`config.mk`:
```
export PLATFORM = sky130hd
export DESIGN_NAME = adder
export DESIGN_NICKNAME = d
export VERILOG_FILES = /design/src/rtl/adder_pkg.sv /design/src/rtl/full_adder_cell.sv /design/src/rtl/adder.sv
export SDC_FILE = /design/constraint.sdc
export NUM_CORES = 1
export LEC_CHECK = 0
export BUFFER_PORTS_ARGS = -buffer_cell sky130_fd_sc_hd__buf_2
export CAP_MARGIN = 10
export CORE_AREA = 2 2 39 41
export DETAILED_ROUTE_END_ITERATION = 10
export DIE_AREA = 0 0 41 43
export PLACE_DENSITY = 0.35
export REMOVE_ABC_BUFFERS = 1
export SLEW_MARGIN = 10
export SYNTH_ARGS = -nofsm -noshare
export SYNTH_HDL_FRONTEND = slang
export SYNTH_HIERARCHICAL = 1
export SYNTH_SLANG_ARGS = --single-unit
```
`constraint.sdc`:
```
create_clock -name clk -period 0.8 [get_ports clk]
set_input_delay 0 -clock clk [delete_from_list [all_inputs] [get_ports clk]]
set_output_delay 0 -clock clk [all_outputs]
set_load 0.03 [all_outputs]
```
`src/rtl/adder_pkg.sv`:
```
// Shared definitions for the ripple-carry adder and the blocks that consume it.
//
// ADDER_MAX_WIDTH : widest operand the adder supports.
// adder_result_t  : container for a registered adder result. The sum field is
//                   sized for the widest adder, and narrower results are
//                   zero-extended into it.
package adder_pkg;

    localparam int unsigned ADDER_MAX_WIDTH = 64;

    typedef struct packed {
        logic                       cout;
        logic                       ovf;
        logic [ADDER_MAX_WIDTH-1:0] sum;
    } adder_result_t;

endpackage : adder_pkg

```
`src/rtl/full_adder_cell.sv`:
```
// One-bit full adder. This is the building block of the ripple chain.
//
// Ports:
//   a, b : operand bits
//   cin  : carry into this bit position
//   s    : sum bit
//   co   : carry out of this bit position
module full_adder_cell (
    input  logic a,
    input  logic b,
    input  logic cin,
    output logic s,
    output logic co
);

    assign s  = a ^ b ^ cin;
    assign co = (a & b) | (a & cin) | (b & cin);

endmodule : full_adder_cell

```
`src/rtl/adder.sv`:
```
// Ripple-carry adder computing {cout, sum} = a + b + cin.
// The result is available combinationally and also as a one-cycle registered
// copy with a valid strobe.
//
// Parameters:
//   WIDTH     : operand and sum width, 1..64. A width of 1 gives a plain full adder.
// Ports:
//   clk       : rising-edge clock
//   rst_n     : asynchronous active-low reset. It clears the registered path only.
//   a, b, cin : operands and carry in
//   sum, cout : combinational result
//   ovf       : combinational two's-complement overflow
//   in_valid  : captures the combinational result on the next rising edge
//   sum_q, cout_q, ovf_q : registered result. It holds while in_valid is low.
//   out_valid : high for the cycle after each capture
module adder
    import adder_pkg::*;
#(
    parameter int unsigned WIDTH = 1
) (
    input  logic             clk,
    input  logic             rst_n,
    input  logic [WIDTH-1:0] a,
    input  logic [WIDTH-1:0] b,
    input  logic             cin,
    output logic [WIDTH-1:0] sum,
    output logic             cout,
    output logic             ovf,
    input  logic             in_valid,
    output logic [WIDTH-1:0] sum_q,
    output logic             cout_q,
    output logic             ovf_q,
    output logic             out_valid
);

    // carry[i] is the carry into bit i. carry[WIDTH] is the final carry out.
    logic [WIDTH:0] carry;

    assign carry[0] = cin;

    for (genvar i = 0; i < WIDTH; i++) begin : g_cell
        full_adder_cell u_cell (
            .a   (a[i]),
            .b   (b[i]),
            .cin (carry[i]),
            .s   (sum[i]),
            .co  (carry[i+1])
        );
    end

    assign cout = carry[WIDTH];
    // Signed overflow occurs when the carry into the MSB differs from the carry
    // out of it. For WIDTH=1 the carry into the MSB is cin itself.
    assign ovf  = carry[WIDTH] ^ carry[WIDTH-1];

    logic [WIDTH-1:0] sum_d;
    logic             cout_d;
    logic             ovf_d;
    logic             out_valid_d;

    always_comb begin
        // NOTE: every output of this block gets a default before any branch.
        // Without the defaults, a missed path would infer a latch.
        sum_d       = sum_q;
        cout_d      = cout_q;
        ovf_d       = ovf_q;
        out_valid_d = in_valid;
        if (in_valid) begin
            sum_d  = sum;
            cout_d = cout;
            ovf_d  = ovf;
        end
    end

    // NOTE: the result register is reset as well as the valid bit. Consumers
    // may look at sum_q without qualifying it, so after reset it must read
    // zero and not a stale value.
    always_ff @(posedge clk or negedge rst_n) begin
        if (!rst_n) begin
            sum_q     <= '0;
            cout_q    <= 1'b0;
            ovf_q     <= 1'b0;
            out_valid <= 1'b0;
        end else begin
            // NOTE: sequential state uses non-blocking assignments. All
            // registers then update together from values sampled before the edge.
            sum_q     <= sum_d;
            cout_q    <= cout_d;
            ovf_q     <= ovf_d;
            out_valid <= out_valid_d;
        end
    end

endmodule : adder

```
## Word level (Yosys, flattened, before mapping)

Index checks and enable logic that the tools add are counted.

- Bitwise logic cells: 8

Operators by type and width:

| operator | count |
|---|---|
| $and A1 B1 Y1 | 3 |
| $xor A1 B1 Y1 | 3 |
| $or A1 B1 Y1 | 2 |

- Register bits: 4
- Output and inout bits: 7

## Longest topological paths before layout

- Word-level depth: 4
- Depth in mapped cells: 3
- Depth with buffers taken out: 3

## By module

The synthesis kept the hierarchy.

Modules (own cells, without submodules):

| module | instances | cells each | area each (µm²) | sequential area each (µm²) |
|---|---|---|---|---|
| adder | 1 | 8 | 146.4 | 100.1 |
| full_adder_cell | 1 | 1 | 20.0 | 0.0 |

## Worst setup path before layout

OpenSTA, ideal clock, no wires.

- Path type: in2reg
- Start: input port a
- End: register ovf_q
- Data arrival time: 1.426 ns
- Data required time: 0.733 ns
- Slack: -0.693 ns
- Stages on the path: 3
- Path through: fa_1 -> xor2_1 -> mux2_4

- Cells in the longest elaborated chain, start to end: 4
- Elaborated cells on any way between the ends: 5
- Those cells by class: 5 x bitwise

Ends and longest elaborated chain:

| what | RTL line | text |
|---|---|---|
| from (decl) | adder.sv:23 | `input logic [WIDTH-1:0] a,` |
| $and A1 B1 Y1 | full_adder_cell.sv:17 | `assign co = (a & b) \| (a & cin) \| (b & cin);` |
| $or A1 B1 Y1 * (2 in series) | full_adder_cell.sv:17 |  |
| $xor A1 B1 Y1 * | adder.sv:54 | `assign ovf = carry[WIDTH] ^ carry[WIDTH-1];` |
| named net ovf | adder.sv:28 | `output logic ovf,` |
| to (signal assigned) | adder.sv:89 | `ovf_q <= ovf_d;` |
| to (decl) | adder.sv:32 | `output logic ovf_q,` |

The timed path passes the listed nets; every way through them passes the cells marked *.
A chain may end at the register's enable or synchronous reset.

## Final worst setup path

- Start: input port a
- End: output port ovf

- Cells in the longest elaborated chain, start to end: 4
- Elaborated cells on any way between the ends: 5
- Those cells by class: 5 x bitwise

Ends and longest elaborated chain:

| what | RTL line |
|---|---|
| $and A1 B1 Y1 | full_adder_cell.sv:17 |
| $or A1 B1 Y1 * (2 in series) | full_adder_cell.sv:17 |
| $xor A1 B1 Y1 * | adder.sv:54 |
| to (decl) | adder.sv:28 |

Mark *: on every way between the ends. The rest lies on a longest branch, timed or not.

==> impl_metrics.yaml <==
outcome:
  run_status: "complete, but fails checks"
  violations: "setup timing"
logic_synthesis:
  syn_area_per_cell_um2: 18.5
  synth_top_cell_by_area: "dfrtp_1"
  syn-cell-area_um2: 166
  synth_cells: 9
  synth_cell_type_count: 5
  synth-seq-area-share: 0.602
  ys_warn_count: 6
  netlist.area_leader.share: 0.602
  ys_ff_latch: 4
  synth.area.top_cells: "dfrtp_1, mux2_2, fa_1, mux2_4, xor2_1"
clock_tree:
  post_cts_buffers: 0
  cts_tree: "yes"
  cts.sinks: 4
  cts.clk_slew.worst_paths_ps: 40
  htreeDepth: 1
  clk_latency_ps: 230
  cts-root-buf: "clkbuf_4"
  cts_buffer_depth: 2
  cts_inserted_buffers: 3
cells_and_area:
  fin_area_um2: 357
  areaGrowthSynthToFinish_pct: 114
  drive_above_1_share: 0.778
  n_antenna_cell: 0
  final_cells: 43
  nNetsFinal: 36
floorplan:
  std_cell_rows: 14
  core_um2: 1380
  die_w_um: 41
  die_y_um: 43
  dieArea_um2: 1760
  num_io_pins: 13
  start_util: 0.120
detailed_routing:
  post_drt_via_cell_ratio: 3.42
  ant_nets: 0
  wl_um: 461
  drc_errors: 0
  num_vias: 147
  post_drt_wl_per_cell_um: 10.7
  drt_iter0_markers: 1
  dr.pass1.iters: 2
global_route:
  gr-total-overflow: 0
  grt_max_degree: 5
  grt_pass1_wl_um: 696
  antenna_found_initial: 0
  grt_util_all_layers: 0.0727
  grt_pass1_vias: 171
setup_path:
  critPathMaxStageDelay_ps: 400
  cp-end-kind: "output pin"
  crit_required_ps: 800
  path_common_cell: "buf_6"
  cpMaxStageDelayCell: "fa_2"
  worstPathCellList: "buf_6 -> fa_2 -> xor2_2 -> buf_6"
  worstPathBufferInverterCount: 2
  worstPathArrival_ps: 820
  cp-start-kind: "primary input"
  critical-path-top-delay-family: "adder cells"
  r2r_setup_slack_ps: 30
  crit_fanout: 2
  crit_type: "in2out"
sta:
  max_slew_margin: 0.899
  slew_violations: 0
  setup_viol: 2
  max_slew.worst_pin.slew_ps: 151
  layout_setup_ws_ps: -17.6
  finalHoldViolCount: 0
  rsz0062_at_grt: "true"
  fin_crit_ps: 818
  fin_skew_ps: 0
  fmax_ghz: 1.22
  post-route-period-util: 1.02
worst_hold_path:
  min_path_type: "in2reg"
job:
  cap_violations: 0
placed_design:
  dp_hpwl_um: 342
  dp_cells: 38
  gp_congestion: 0.598
  place_ws_ps: -301
  numPortBuffers: 12
  post_dp_cell_area_um2: 254
pwr:
  max-vdd-ir-drop_uv: 767
  p_leak_nw: 0.166
  p_per_area_nw_per_um2: 2220
-- per-stage QoR --
step | TNS, ps | hold WS (ps) | util | power (mW)
floorplan | -1550 | -296 | - | 0.394
global placement | -1040 | -192 | 0.184 | 0.468
detailed placement | -1110 | -188 | 0.184 | 0.473
CTS | -102 | 86.0 | 0.240 | 0.775
global route | -87.8 | 94.9 | 0.258 | 0.847
finish | -29.0 | 91.4 | 0.258 | 0.793
-- power breakdown --
part           total, mW  internal (mW)  switching, mW
combinational      0.300          0.148          0.152
clock              0.242          0.167         0.0749
sequential         0.251          0.232         0.0189
-- per-layer routing --
metal | up-vias | global-route usage | part of all wire
li1 | 67 | - | -
met1 | 65 | 0.0689 | 0.42
met2 | 13 | 0.0813 | 0.40
met3 | 2 | 0.0838 | 0.16
met4 | 0 | 0.0600 | 0.013
met5 | - | 0 | 0
-- final cells by class --
type,count,area [um2]
Sequential cell,4,100
Fill cell,148,1030
Multi-Input combinational cell,5,76.3
Clock buffer,3,22.5
Tap cell,16,20.0
Timing Repair Buffer,15,138
-- synth_stat cells (all sizes together) --
cell,instances
mux2,3
dfrtp,4
fa,1
xor2,1
-- layout by cell type (no fill, tap or decap), drive strengths merged --
cell type	synthesis	layout
buf	0	13
dfrtp	4	4
clkbuf	0	3
mux2	3	3
dlygate4sd3	0	2
xor2	1	1
fa	1	1
-- final timing paths --
path                           from        end  depth (start not counted)
setup / recovery                  a        ovf                          4
hold / removal             in_valid      ovf_q                          2
setup reg to reg              ovf_q      ovf_q                          1
hold reg to reg              cout_q     cout_q                          1
max in group asynchronous     rst_n     cout_q                          2
min in group asynchronous     rst_n  out_valid                          2
-- repair_timing --
item                                   in CTS  in global routing
hold buffers                                2                  0
pin swaps                                   2                  2
endpoints found under the hold margin       5                  0
setup endpoints to repair                   5                  6
resized for setup                           9                 10
-- sequential cells by signal, summed over array words and instances (netlist names) --
signal     flops
out_valid      1
sum_q          1
cout_q         1
ovf_q          1
-- cells by family (layout without fill, tap and decap cells) --
| logic type | after synthesis | count (layout) | share of synthesized area |
|---|---|---|---|
| XOR/XNOR | 1 | 1 | 0.0526 |
| adder cells (fa/ha/maj) | 1 | 1 | 0.120 |
| buffers and inverters | 0 | 18 | 0 |
| flip-flops | 4 | 4 | 0.602 |
| multiplexers | 3 | 3 | 0.226 |
Note: power is estimated with default switching activity, not from simulation.
